### src/rtl/keypad_pkg.sv
// Shared types and key-code lookup for the 4x4 keypad emulator.
package keypad_pkg;

    typedef enum logic [2:0] {
        S_IDLE,
        S_BOUNCE_IN,
        S_HOLD,
        S_BOUNCE_OUT,
        S_GAP
    } state_t;

    typedef struct packed {
        logic [1:0] row;
        logic [1:0] col;
    } key_pos_t;

    localparam logic [3:0] ROW_IDLE = 4'b1111;
    localparam logic [3:0] COL_IDLE = 4'b1111;

    // Same layout the scanner decodes: r3 row is * 0 # D, with * = E and # = F.
    function automatic key_pos_t key_pos(input logic [3:0] key);
        key_pos_t p;
        case (key)
            4'h1: p = {2'd0, 2'd0};
            4'h2: p = {2'd0, 2'd1};
            4'h3: p = {2'd0, 2'd2};
            4'hA: p = {2'd0, 2'd3};
            4'h4: p = {2'd1, 2'd0};
            4'h5: p = {2'd1, 2'd1};
            4'h6: p = {2'd1, 2'd2};
            4'hB: p = {2'd1, 2'd3};
            4'h7: p = {2'd2, 2'd0};
            4'h8: p = {2'd2, 2'd1};
            4'h9: p = {2'd2, 2'd2};
            4'hC: p = {2'd2, 2'd3};
            4'hE: p = {2'd3, 2'd0};
            4'h0: p = {2'd3, 2'd1};
            4'hF: p = {2'd3, 2'd2};
            default: p = {2'd3, 2'd3};
        endcase
        return p;
    endfunction

endpackage

### src/rtl/keypad_emulator_if.sv
// Request handshake between a press requester (master) and the keypad emulator (slave).
interface keypad_emulator_if #(
    parameter int HOLD_W = 16
);
    logic              start;
    logic [3:0]        key;
    logic [HOLD_W-1:0] hold_cycles;
    logic              bounce_en;
    logic              busy;
    logic              done;

    modport master (output start, key, hold_cycles, bounce_en, input busy, done);
    modport slave  (input start, key, hold_cycles, bounce_en, output busy, done);
endinterface

### src/rtl/keypad_emulator_bounce_timer.sv
// Contact-bounce pacing: emits a toggle tick every PERIOD cycles, TOGGLES times after start.
module bounce_timer #(
    parameter int PERIOD  = 50,
    parameter int TOGGLES = 6
) (
    input  logic CLOCK_50,
    input  logic Reset,
    input  logic start,
    output logic tick,
    output logic expired
);
    localparam int PW = (PERIOD  > 1) ? $clog2(PERIOD)  : 1;
    localparam int TW = (TOGGLES > 1) ? $clog2(TOGGLES) : 1;
    localparam logic [PW-1:0] P_LOAD = PW'(PERIOD - 1);
    localparam logic [TW-1:0] T_LOAD = TW'(TOGGLES - 1);

    logic          active;
    logic [PW-1:0] pcnt;
    logic [TW-1:0] tcnt;

    always_ff @(posedge CLOCK_50) begin
        if (!Reset) begin
            active <= 1'b0;
            pcnt   <= '0;
            tcnt   <= '0;
        end else if (start) begin
            active <= 1'b1;
            pcnt   <= P_LOAD;
            tcnt   <= T_LOAD;
        end else if (active) begin
            if (pcnt == '0) begin
                pcnt <= P_LOAD;
                if (tcnt == '0) active <= 1'b0;
                else            tcnt   <= tcnt - 1'b1;
            end else begin
                pcnt <= pcnt - 1'b1;
            end
        end
    end

    assign tick    = active && (pcnt == '0);
    assign expired = tick && (tcnt == '0);
endmodule

### src/rtl/keypad_emulator.sv
// Keypad responder: pulls the selected key's row low while its column is scanned and the contact is closed.
module keypad_emulator
    import keypad_pkg::*;
#(
    parameter int HOLD_W         = 16,
    parameter int BOUNCE_PERIOD  = 50,
    parameter int BOUNCE_TOGGLES = 6,
    parameter int GAP_CYCLES     = 1000
) (
    input  logic                CLOCK_50,
    input  logic                Reset,
    input  logic [3:0]          cols,
    output logic [3:0]          rows,
    keypad_emulator_if.slave    kp,
    output logic                contact
);
    localparam int GW    = (GAP_CYCLES > 1) ? $clog2(GAP_CYCLES) : 1;
    localparam int CNT_W = (HOLD_W > GW) ? HOLD_W : GW;
    localparam logic [CNT_W-1:0] GAP_LOAD = CNT_W'(GAP_CYCLES - 1);

    state_t            state;
    logic [3:0]        key_q;
    logic [HOLD_W-1:0] hold_q;
    logic              ben_q;
    logic [CNT_W-1:0]  cnt;
    logic              busy_q;
    logic              done_q;
    logic              bt_start;
    logic              bt_tick;
    logic              bt_expired;
    key_pos_t          pos;

    function automatic logic [CNT_W-1:0] hold_load(input logic [HOLD_W-1:0] h);
        return (h == '0) ? '0 : CNT_W'(h - 1'b1);
    endfunction

    // Timer is loaded on the same edge a bounce state is entered so its first tick lands PERIOD cycles later.
    assign bt_start = ((state == S_IDLE) && kp.start && kp.bounce_en) ||
                      ((state == S_HOLD) && (cnt == '0) && ben_q);

    bounce_timer #(
        .PERIOD  (BOUNCE_PERIOD),
        .TOGGLES (BOUNCE_TOGGLES)
    ) u_bounce (
        .CLOCK_50 (CLOCK_50),
        .Reset    (Reset),
        .start    (bt_start),
        .tick     (bt_tick),
        .expired  (bt_expired)
    );

    always_ff @(posedge CLOCK_50) begin
        if (!Reset) begin
            state   <= S_IDLE;
            contact <= 1'b0;
            busy_q  <= 1'b0;
            done_q  <= 1'b0;
            cnt     <= '0;
            key_q   <= '0;
            hold_q  <= '0;
            ben_q   <= 1'b0;
        end else begin
            done_q <= 1'b0;
            case (state)
                S_IDLE: if (kp.start) begin
                    key_q   <= kp.key;
                    hold_q  <= kp.hold_cycles;
                    ben_q   <= kp.bounce_en;
                    busy_q  <= 1'b1;
                    contact <= 1'b1;
                    if (kp.bounce_en) begin
                        state <= S_BOUNCE_IN;
                    end else begin
                        state <= S_HOLD;
                        cnt   <= hold_load(kp.hold_cycles);
                    end
                end
                S_BOUNCE_IN: if (bt_tick) begin
                    contact <= ~contact;
                    if (bt_expired) begin
                        state <= S_HOLD;
                        cnt   <= hold_load(hold_q);
                    end
                end
                S_HOLD: if (cnt == '0) begin
                    contact <= 1'b0;
                    if (ben_q) begin
                        state <= S_BOUNCE_OUT;
                    end else begin
                        state <= S_GAP;
                        cnt   <= GAP_LOAD;
                    end
                end else begin
                    cnt <= cnt - 1'b1;
                end
                S_BOUNCE_OUT: if (bt_tick) begin
                    contact <= ~contact;
                    if (bt_expired) begin
                        state <= S_GAP;
                        cnt   <= GAP_LOAD;
                    end
                end
                S_GAP: if (cnt == '0) begin
                    done_q <= 1'b1;
                    busy_q <= 1'b0;
                    state  <= S_IDLE;
                end else begin
                    cnt <= cnt - 1'b1;
                end
                default: state <= S_IDLE;
            endcase
        end
    end

    assign kp.busy = busy_q;
    assign kp.done = done_q;
    assign pos     = key_pos(key_q);

    // ~index maps row/col index r to bit 3-r of the active-low buses.
    always_comb begin
        rows = ROW_IDLE;
        if (contact && (cols[~pos.col] == 1'b0))
            rows[~pos.row] = 1'b0;
    end
endmodule

### src/flat_wrapper.sv
// flat-port wrapper written by rule: the top's interface ports become plain ports
module keypad_emulator_flat import keypad_pkg::*;
#(
    parameter int HOLD_W         = 16,
    parameter int BOUNCE_PERIOD  = 50,
    parameter int BOUNCE_TOGGLES = 6,
    parameter int GAP_CYCLES     = 1000
)
  (CLOCK_50, Reset, cols, rows, contact, kp_start, kp_key, kp_hold_cycles, kp_bounce_en, kp_busy, kp_done);
  keypad_emulator_if #(.HOLD_W(HOLD_W)) kp_i ();
  input  logic CLOCK_50;
  input  logic Reset;
  input  logic [3:0] cols;
  output logic [3:0] rows;
  output logic contact;
  input wire logic [$bits(kp_i.start)-1:0] kp_start;
  input wire logic [$bits(kp_i.key)-1:0] kp_key;
  input wire logic [$bits(kp_i.hold_cycles)-1:0] kp_hold_cycles;
  input wire logic [$bits(kp_i.bounce_en)-1:0] kp_bounce_en;
  output wire logic [$bits(kp_i.busy)-1:0] kp_busy;
  output wire logic [$bits(kp_i.done)-1:0] kp_done;
  assign kp_i.start = kp_start;
  assign kp_i.key = kp_key;
  assign kp_i.hold_cycles = kp_hold_cycles;
  assign kp_i.bounce_en = kp_bounce_en;
  assign kp_busy = kp_i.busy;
  assign kp_done = kp_i.done;
  keypad_emulator #(.HOLD_W(HOLD_W), .BOUNCE_PERIOD(BOUNCE_PERIOD), .BOUNCE_TOGGLES(BOUNCE_TOGGLES), .GAP_CYCLES(GAP_CYCLES)) u_core (.CLOCK_50(CLOCK_50), .Reset(Reset), .cols(cols), .rows(rows), .kp(kp_i), .contact(contact));
endmodule
### config.mk
export PLATFORM = sky130hd
export DESIGN_NAME = keypad_emulator_flat
export DESIGN_NICKNAME = d
export VERILOG_FILES = /design/src/rtl/keypad_pkg.sv /design/src/rtl/keypad_emulator_if.sv /design/src/rtl/keypad_emulator_bounce_timer.sv /design/src/rtl/keypad_emulator.sv /design/src/flat_wrapper.sv
export SDC_FILE = /design/constraint.sdc
export NUM_CORES = 1
export LEC_CHECK = 0
export CAP_MARGIN = 15
export CORE_ASPECT_RATIO = 0.75
export CORE_MARGIN = 2
export CORE_UTILIZATION = 45
export DETAILED_ROUTE_END_ITERATION = 7
export PLACE_DENSITY = 0.65
export SLEW_MARGIN = 0
export SYNTH_ARGS = -nofsm -noshare
export SYNTH_HDL_FRONTEND = slang
export SYNTH_SLANG_ARGS = --single-unit
### constraint.sdc
create_clock -name CLOCK_50 -period 4.4 [get_ports CLOCK_50]
set_input_delay 0.88 -clock CLOCK_50 [delete_from_list [all_inputs] [get_ports CLOCK_50]]
set_output_delay 0.88 -clock CLOCK_50 [all_outputs]
set_load 0.02 [all_outputs]
Word-level counts from Yosys, hierarchy flattened
Memories as Yosys holds them, arrays and structs flattened. A register that Yosys moved wholly into a read port is not among the register bits.
Index checks and enable logic that the tools add are counted.
{"block": "totals", "regBits": 53, "latchBits": 0, "ram_bits": 0, "rom_bits": 64, "inputBits": 28, "elab_cells": 121, "n_memories": 1}
{"block": "op_classes", "n_addsub": 5, "mul": 0, "div_mod_pow": 0, "n_lt_le_gt_ge": 3, "eq_ne": 16, "n_shift": 0, "muxes": 46, "bitwise_logic": 7, "reduce_logical": 30}
{"name": "(no name shown)", "words": 16, "width": 4, "rd": 1, "rd_ports_with_merged_regs": 1, "wr": 0, "line_no": "keypad_pkg.sv:23", "text": "case (key)"}
{"cell": "16-bit two-way mux", "count": 11}
{"cell": "16-bit case mux with 5 select lines", "count": 1}
{"cell": "16-bit logical NOT", "count": 3}
{"cell": "16-bit by 1-bit subtractor with 16-bit output, second input constant", "count": 3}
{"cell": "3-bit two-way mux", "count": 12}
{"cell": "6-bit two-way mux", "count": 3}
{"cell": "3-bit case mux with 5 select lines", "count": 1}
{"cell": "4-bit two-way mux", "count": 3}
{"cell": "2-bit != test, second input constant", "count": 6}
{"cell": "1-bit two-way mux", "count": 10}
{"cell": "2-bit by 1-bit != test with 1-bit output, second input constant", "count": 5}
{"cell": "3-bit AND reduction", "count": 3}
{"cell": "9-bit AND reduction", "count": 1}
{"cell": "1-bit logical AND", "count": 8}
{"cell": "7-bit AND reduction", "count": 1}
{"cell": "3-bit by 2-bit equality test with 1-bit output, second input constant", "count": 2}
{"cell": "3-bit logical NOT", "count": 2}
{"cell": "6-bit logical NOT", "count": 1}
{"cell": "2-bit by 3-bit < comparator with 1-bit output, second input constant", "count": 2}
{"cell": "2-bit nonzero test", "count": 3}
{"cell": "6-bit by 1-bit subtractor with 6-bit output, second input constant", "count": 1}
{"cell": "5-bit nonzero test", "count": 1}
{"cell": "1-bit NOT", "count": 4}
{"cell": "2-bit NOT", "count": 2}
{"cell": "16 further kinds", "count": 18}

Depth between registers and ports, before layout
Gate-level depths: netlist (run 1).
{"block": "depth", "word_depth": 7, "mapped_depth": 9, "ltp_nobuf": 8}

Cells and area by module
A second synthesis (run 1) with hierarchy kept.
{"block": "unflattened", "hier_cells": 473, "area_unflattened_um2": 3697.3}
{"mod": "keypad_emulator", "instances": 1, "cells_per_inst": 404, "area_per_inst_um2": 3096.7, "seq_area_each_um2": 940.9}
{"mod": "bounce_timer", "instances": 1, "cells_per_inst": 69, "area_per_inst_um2": 600.6, "seq_area_each_um2": 200.2}

Worst setup path after synthesis (run 1)
OpenSTA, ideal clock, no wires.
{"block": "synth_timing", "path_kind": "input-to-output", "startpoint": "in cols[0]", "endpoint": "out rows[3]", "arrival_ps": 1815, "slack_ps": 1705, "stages": 4, "path_buffers": 0, "cell_sequence": "mux4_2 -> nor2b_1 -> nor2b_1 -> nand2b_1"}
{"block": "synth_between", "elab_chain_cells": 5}
{"item": "start: declaration", "line_no": "flat_wrapper.sv:13", "text": "input logic [3:0] cols;"}
{"item": "1-bit binary-select mux with 2-bit select", "line_no": "keypad_emulator.sv:122", "text": "if (contact && (cols[~pos.col] == 1'b0))"}
{"item": "1-bit two-way mux (not written as such)", "line_no": "keypad_emulator.sv:122"}
{"item": "1-bit NOT", "line_no": "keypad_emulator.sv:122"}
{"item": "1-bit logical AND", "line_no": "keypad_emulator.sv:122"}
{"item": "4-bit two-way mux", "line_no": "keypad_emulator.sv:122"}
{"item": "end: declaration", "line_no": "flat_wrapper.sv:14", "text": "output logic [3:0] rows;"}
No other way between the ends. The select of a mux whose other input is x is not followed.

Worst setup path in the final report (run 1)
{"block": "layout_timing", "startpoint": "in cols[0]", "endpoint": "out rows[1]"}
The elaborated chain is that of the path after synthesis.

==> key figures, run 1 <==
Setup path
  • Worst Setup Start Kind: input port
  • Arr. time, crit path: 2760 ps
  • Setup CP Type: input port to primary output
  • Endpoint type of the worst setup path: primary output
  • Crit path max fanout: 3
  • WP data required: 3520 ps
  • Reg-to-reg setup timing slack: 1680 ps

STA
  • Worst Tran Pin Value: 728.3 ps
  • Worst rel slew slack: 0.5100
  • Max Clock Freq: approximately 0.27 GHz
  • Clock skew: 7.411 ps
  • Hold Slack: 491.8 ps
  • RSZ-0062 raised after global routing: false
  • Final slew viol count: 0
  • PnR worst setup slack: 760.0 ps
  • Final setup fails: 0
  • Min Tclk post-route: approximately 3600 ps
  • Fin crit share: 0.8273
  • Setup TNS: 0 ps
  • Final hold vios: 0

Finish
  • Fill cell count: 787
  • Design area: roughly 4300 µm²
  • Nets: 526
  • Synth-to-Final Area Change: 16.94%
  • Layout cells sized above 1: 0.08081
  • Antenna Cells: 0
  • Fin cells: 600

CTS
  • CTS clock-pin slew for the worst setup and hold paths: 60 ps
  • Clk buf depth: 2
  • CTS tree: yes
  • Post-cts sizing count: 0
  • Sink Count: 57
  • H-tree levels: 3
  • TritonCTS Buffers: 9
  • Root Buffer: clkbuf_8
  • Worst-Skew Late Latency: between 300 and 400 ps
  • Post-CTS Hold Fix Bufs: 0
  • Post-CTS Setup Bufs: 0

Logic synthesis
  • Post-synth top area cell: dfxtp_1
  • Synth Warn #: 0
  • Dominant synthesized flop cell: dfxtp_1
  • Post-synth net total: roughly 500
  • Number of synthesized flops with an enable pin: 0
  • Synthesized flop and latch total: 57
  • Top-count cell post-synth: nand2_1
  • Post-synthesis sequential area ratio: 0.3103
  • Syn avg cell area: 7.891 µm²
  • Synth top area share: 0.3103
  • Post-synthesis async set-or-reset flop share: 0
  • Synth cell count leaders: 60 x nand2_1, 57 x dfxtp_1, 44 x a21oi_1, 33 x nor2_1, 22 x xnor2_1
  • Cell variety after synth: between 60 and 70
  • Synth top area cells: dfxtp_1 31%, nand2_1 6.1%, a21oi_1 6.0%
  • Cell Area, Synth: 3677 µm²
  • Mapped Cells: 466

Global routing
  • Gr usage total: 0.2415
  • Vias in the first global route: between 3,000 and 4,000
  • Largest net degree at the start of global routing: 31
  • First-pass GRT wire length: 16.70 mm
  • Antenna violations before repair: 0
  • Total grt overflow: 0

Power
  • Switching Share: 0.4071
  • Peak supply drop: 0.2689 mV
  • Leak pwr: 1.513 nW
  • Net switching power: 0.9965 mW
  • Internal Power: about 1.5 mW
  • Pwr Density: roughly 570 nW/µm²
  • Clock share of power: 0.231
  • Flop pwr share: 0.320
  • Logic pwr share: 0.449

Placed design
  • PortBufs: 34
  • GP Congestion: 0.8803
  • Place WS: around 760 ps
  • Dpl cells: 584
  • Hpwl dp: 7.395 mm
  • Placed inst area: 4071 µm²

Flow run
  • MaxCap Viol Count: 0

Floorplan
  • I/O pin total: 35
  • Die height: 82.29 µm
  • Die area: 8918 µm²
  • FP Rows: 28
  • Total core area: 7918 µm²
  • Die width: 108.4 µm
  • Initial Util: 0.4644

Drt
  • DRT antenna net count: 0
  • Routed vias: 3,537
  • Final wirelength: 9.982 mm
  • Via density: 5.895
  • DRT Pass-1 Iters: 5
  • Drt initial violations: 283
  • Drc violations: 0
  • Wirelength per Cell: 16.64 µm

Min path
  • Min-Delay Path Class: flip-flop to flip-flop

Outcome
  • Outcome: complete, no violations
routing by layer:
metal / track usage / vias up / routed length, µm
met5: 0 / - / 0
li1: - / 1748 / -
met1: 0.3581 / 1657 / 5211
met4: 0.06410 / 0 / 99
met3: 0.05102 / 10 / 727
met2: 0.3528 / 122 / 3944
worst max-delay path: stages:
cell and delay, ps:
clkdlybuf4s50_1 400, mux4_2 470, nor2b_1 200, nor2b_1 200, nand2_1 70, clkdlybuf4s50_1 530
through the flow:
stage	power, mW	util
detailed placement	1.867	0.5142
CTS	2.444	0.5431
global placement	1.852	0.5142
finish	2.448	0.5431
floorplan	1.609	-
global route	2.629	0.5431
cell families (layout without fill, tap and decap cells):
kind of cell               after synthesis  in the layout  share of synthesized area
and+or+nand+nor                        189            189                     0.2759
muxes                                   10             10                    0.03198
AOI/OAI and AO/OA                      124            124                     0.2259
xor gates and xnor gates                32             32                    0.07621
adders and majority gates                9              9                    0.02994
DFF                                     57             57                     0.3103
buffers and inverters                   45             74                    0.04967
power by group through the flow:
stage / Combinational [mW] / Sequential [mW] / Clock, mW
floorplan: 0.868 / 0.741 / 0
CTS: 1.08 / 0.780 / 0.579
global placement: 1.07 / 0.784 / 0
detailed placement: 1.08 / 0.792 / 0
finish: 1.10 / 0.784 / 0.565
global route: 1.21 / 0.807 / 0.607
worst paths after layout:
kind,from,to,depth (start not counted)
max reg2reg,u_core.u_bounce.pcnt[0]$_SDFFE_PN0P_,u_core.cnt[13]$_SDFFE_PN0P_,8
min reg2reg,u_core.hold_q[10]$_SDFFE_PN0P_,u_core.hold_q[10]$_SDFFE_PN0P_,2
max,cols[0],rows[1],6
min,u_core.hold_q[10]$_SDFFE_PN0P_,u_core.hold_q[10]$_SDFFE_PN0P_,2
cells in the final DEF (no fill, tap or decap), types with 3 or more instances in the layout:
master            n
nand3_1          11
a21oi_1          44
clkdlybuf4s50_1  34
xor2_1           10
nand4b_1          5
mux2_2            4
xnor2_1          22
o221a_1           6
clkbuf_8         11
nor3_1           18
o21ai_1           3
inv_1            20
nand2b_1          5
o21ai_0          17
o22ai_1           9
o22a_1            4
dfxtp_1          57
nand2_1          60
o32ai_1           3
a211oi_1          3
o31a_1            4
buf_4             4
mux2i_1           5
ha_1              8
nor2b_1           9
or4_1             6
or3_1             5
nor3b_1           5
nor4_1           13
nor2_1           33
a31oi_1           6
sequential cells by signal (all words and copies together), names as in the netlist:
signal	count
u_core.cnt	16
u_core.hold_q	16
u_core.u_bounce.pcnt	6
u_core.key_q	4
u_core.pos	4
u_core.state	3
u_core.u_bounce.tcnt	3
u_core.ben_q	1
u_core.contact	1
u_core.kp.busy	1
u_core.kp.done	1
u_core.u_bounce.active	1
area by class of cell:
type                       count  area, µm²  area share
clock inverter                 5      77.57     0.01804
clock buffer                  11      151.4     0.03521
timing repair buffer          38      370.4     0.08612
tap                          105      131.4     0.03055
sequential                    57       1141      0.2653
inverter                      20      75.07     0.01746
multi-input combinational    364       2354      0.5473
Power figures use the tool's default switching activity.
==> inputs of run 2 (changes only) <==
- clock period: 4.4 -> 3.8 ns (I/O delays scaled with it)
==> key figures, run 2 (synthesized netlist as in run 1, its figures left out) <==
Floorplan
  • Die area: 8918 µm² (unchanged)
  • Die height: 82.29 µm (unchanged)
  • Die width: 108.4 µm (unchanged)
  • I/O pin total: 35 (unchanged)
  • Initial Util: 0.4644 (unchanged)
  • FP Rows: 28 (unchanged)
  • Total core area: 7918 µm² (unchanged)

CTS
  • CTS tree: yes
  • Post-CTS Setup Bufs: 0 (unchanged)
  • Sink Count: 57 (unchanged)
  • Root Buffer: clkbuf_8
  • Clk buf depth: 2 (unchanged)
  • Post-CTS Hold Fix Bufs: 0 (unchanged)
  • Worst-Skew Late Latency: 340 ps (about the same)
  • H-tree levels: 3 (unchanged)
  • Post-cts sizing count: 0 (unchanged)
  • TritonCTS Buffers: 9 (unchanged)
  • CTS clock-pin slew for the worst setup and hold paths: 60 ps (about the same)

Setup path
  • Worst path max stage delay: 530 ps (about the same)
  • Arr. time, crit path: 2670 ps (-90 ps)
  • Setup CP Type: input port to primary output
  • Worst Setup Start Kind: input port
  • CP Launch Point: cols[0]
  • Endpoint type of the worst setup path: primary output
  • Worst-path cell chain: clkdlybuf4s50_1 -> mux4_2 -> nor2b_1 -> nor2b_1 -> nand2_1 -> clkdlybuf4s50_1
  • Crit path max fanout: 3 (unchanged)
  • Worst R2R Start: u_core.cnt[0]$_SDFFE_PN0P_
  • Slowest cell on the critical path: clkdlybuf4s50_1
  • WP data required: 3040 ps (-480 ps)

STA
  • Final slew viol count: 0 (unchanged)
  • Final hold vios: 0 (unchanged)
  • Min Tclk post-route: 3430 ps
  • RSZ-0062 raised after global routing: false
  • PnR worst setup slack: 370.1 ps (-389.9 ps)
  • Worst Tran Pin Value: 785.4 ps (+57.07 ps)
  • Max Clock Freq: between 0.2 and 0.3 GHz
  • Final setup fails: 0 (unchanged)
  • Setup TNS: 0 ps (unchanged)
  • Clock skew: 9.154 ps (+1.743 ps)
  • Fin crit share: 0.9026
  • Worst rel slew slack: 0.4716 (-0.03840)

Finish
  • Fill cell count: 799 (+1.5%)
  • Area of the multi-input gates: 2354 µm² (unchanged)
  • Most common cell after layout, fill and taps aside: nand2_1
  • Antenna Cells: 0 (unchanged)
  • Synth-to-Final Area Change: 16.23%
  • Regs by FF count: u_core.cnt x16, u_core.hold_q x16, u_core.u_bounce.pcnt x6
  • Most frequent cells in the layout: 60 x nand2_1, 57 x dfxtp_1, 44 x a21oi_1
  • Layout cells sized above 1: 0.07879 (-0.002020)
  • Nets: 527 (+0.19%)
  • Register area: 1141 µm² (unchanged)

Drt
  • Wirelength per Cell: 16.27 µm (-2.2%)
  • Drc violations: 0 (unchanged)
  • Final wirelength: 9.762 mm (-2.2%)
  • DRT Pass-1 Iters: 5 (unchanged)
  • Drt initial violations: 269 (-4.9%)
  • Routed vias: 3,524 (-0.37%)
  • DRT antenna net count: 0 (unchanged)
  • Via density: 5.873 (-0.37%)

Power
  • Pwr Density: 645.7 nW/µm² (+13%)
  • Total power draw: 2.760 mW (+13%)
  • Peak supply drop: 0.2396 mV (-11%)
  • Leak pwr: 1.505 nW (-0.56%)

Global routing
  • Antenna violations before repair: 0 (unchanged)
  • First-pass GRT wire length: 15.64 mm (-6.4%)
  • Vias in the first global route: 2,985 (-8.4%)
  • Gr usage total: 0.2309 (-0.01064)
  • Total grt overflow: 0 (unchanged)
  • Largest net degree at the start of global routing: 30 (-3.2%)

Placed design
  • PortBufs: 34 (unchanged)
  • GP Congestion: 0.9031 (+2.6%)
  • Place WS: 373.7 ps (-386.3 ps)
  • Hpwl dp: 7.240 mm (-2.1%)

Flow run
  • MaxCap Viol Count: 0 (unchanged)

Min path
  • Hold Crit Start: u_core.hold_q[10]$_SDFFE_PN0P_
  • Min-Delay Path Class: flip-flop to flip-flop

Outcome
  • Outcome: complete, no violations
[run 2: power by group]
part | leakage [nW] | internal (mW) | switching (mW)
logic | 0.934 | 0.551 | 0.728
clock network | 0.102 | 0.333 | 0.242
registers | 0.469 | 0.732 | 0.174
[run 2: area by class of cell]
| type | count | share of cell area |
|---|---|---|
| multi-input combinational | 364 | 0.5506 |
| clock buffer | 12 | 0.03630 |
| tap | 105 | 0.03074 |
| clock inverter | 3 | 0.009368 |
| inverter | 20 | 0.01756 |
| sequential | 57 | 0.2670 |
| timing repair buffer | 39 | 0.08841 |
[run 2: through the flow]
stage                     std cells  utilization  hold WS [ps]  cell area, µm²
after floorplan                 466            -         449.0            3677
after global routing            600       0.5398         506.5            4274
after detailed placement        585       0.5152         476.4            4079
final                           600       0.5398         484.7            4274
after CTS                       600       0.5398         484.8            4274
after global placement          585       0.5152         464.2            4079
[run 2: layer usage]
metal,part of all wire,vias up,track usage,wire [µm]
met2,0.39,132,0.3082,3790
met4,0.011,0,0.06538,112
met5,0,-,0,0
met3,0.076,11,0.04788,741
met1,0.52,1631,0.3638,5118
li1,-,1750,-,-
[run 2: worst max-delay path: cells and delay by family]
| family | cells | cell delay, ps |
|---|---|---|
| multiplexers | 1 | 480 |
| buffers and inverters | 2 | 940 |
| AND/OR/NAND/NOR | 3 | 490 |
[run 2: path summary, 6_finish.rpt]
kind	end	slack, ps	depth (start not counted)
worst max-delay path	rows[1]	370	6
worst min-delay path	u_core.hold_q[10]$_SDFFE_PN0P_	480	2
worst max register to register	u_core.cnt[6]$_SDFFE_PN0P_	1060	8
worst min register to register	u_core.hold_q[10]$_SDFFE_PN0P_	480	2
==> inputs of run 3 (changes only) <==
- SLEW_MARGIN: 0 -> 20
==> results of run 3 <==
No change in the layout: final DEF, timing and power equal those of run 2.
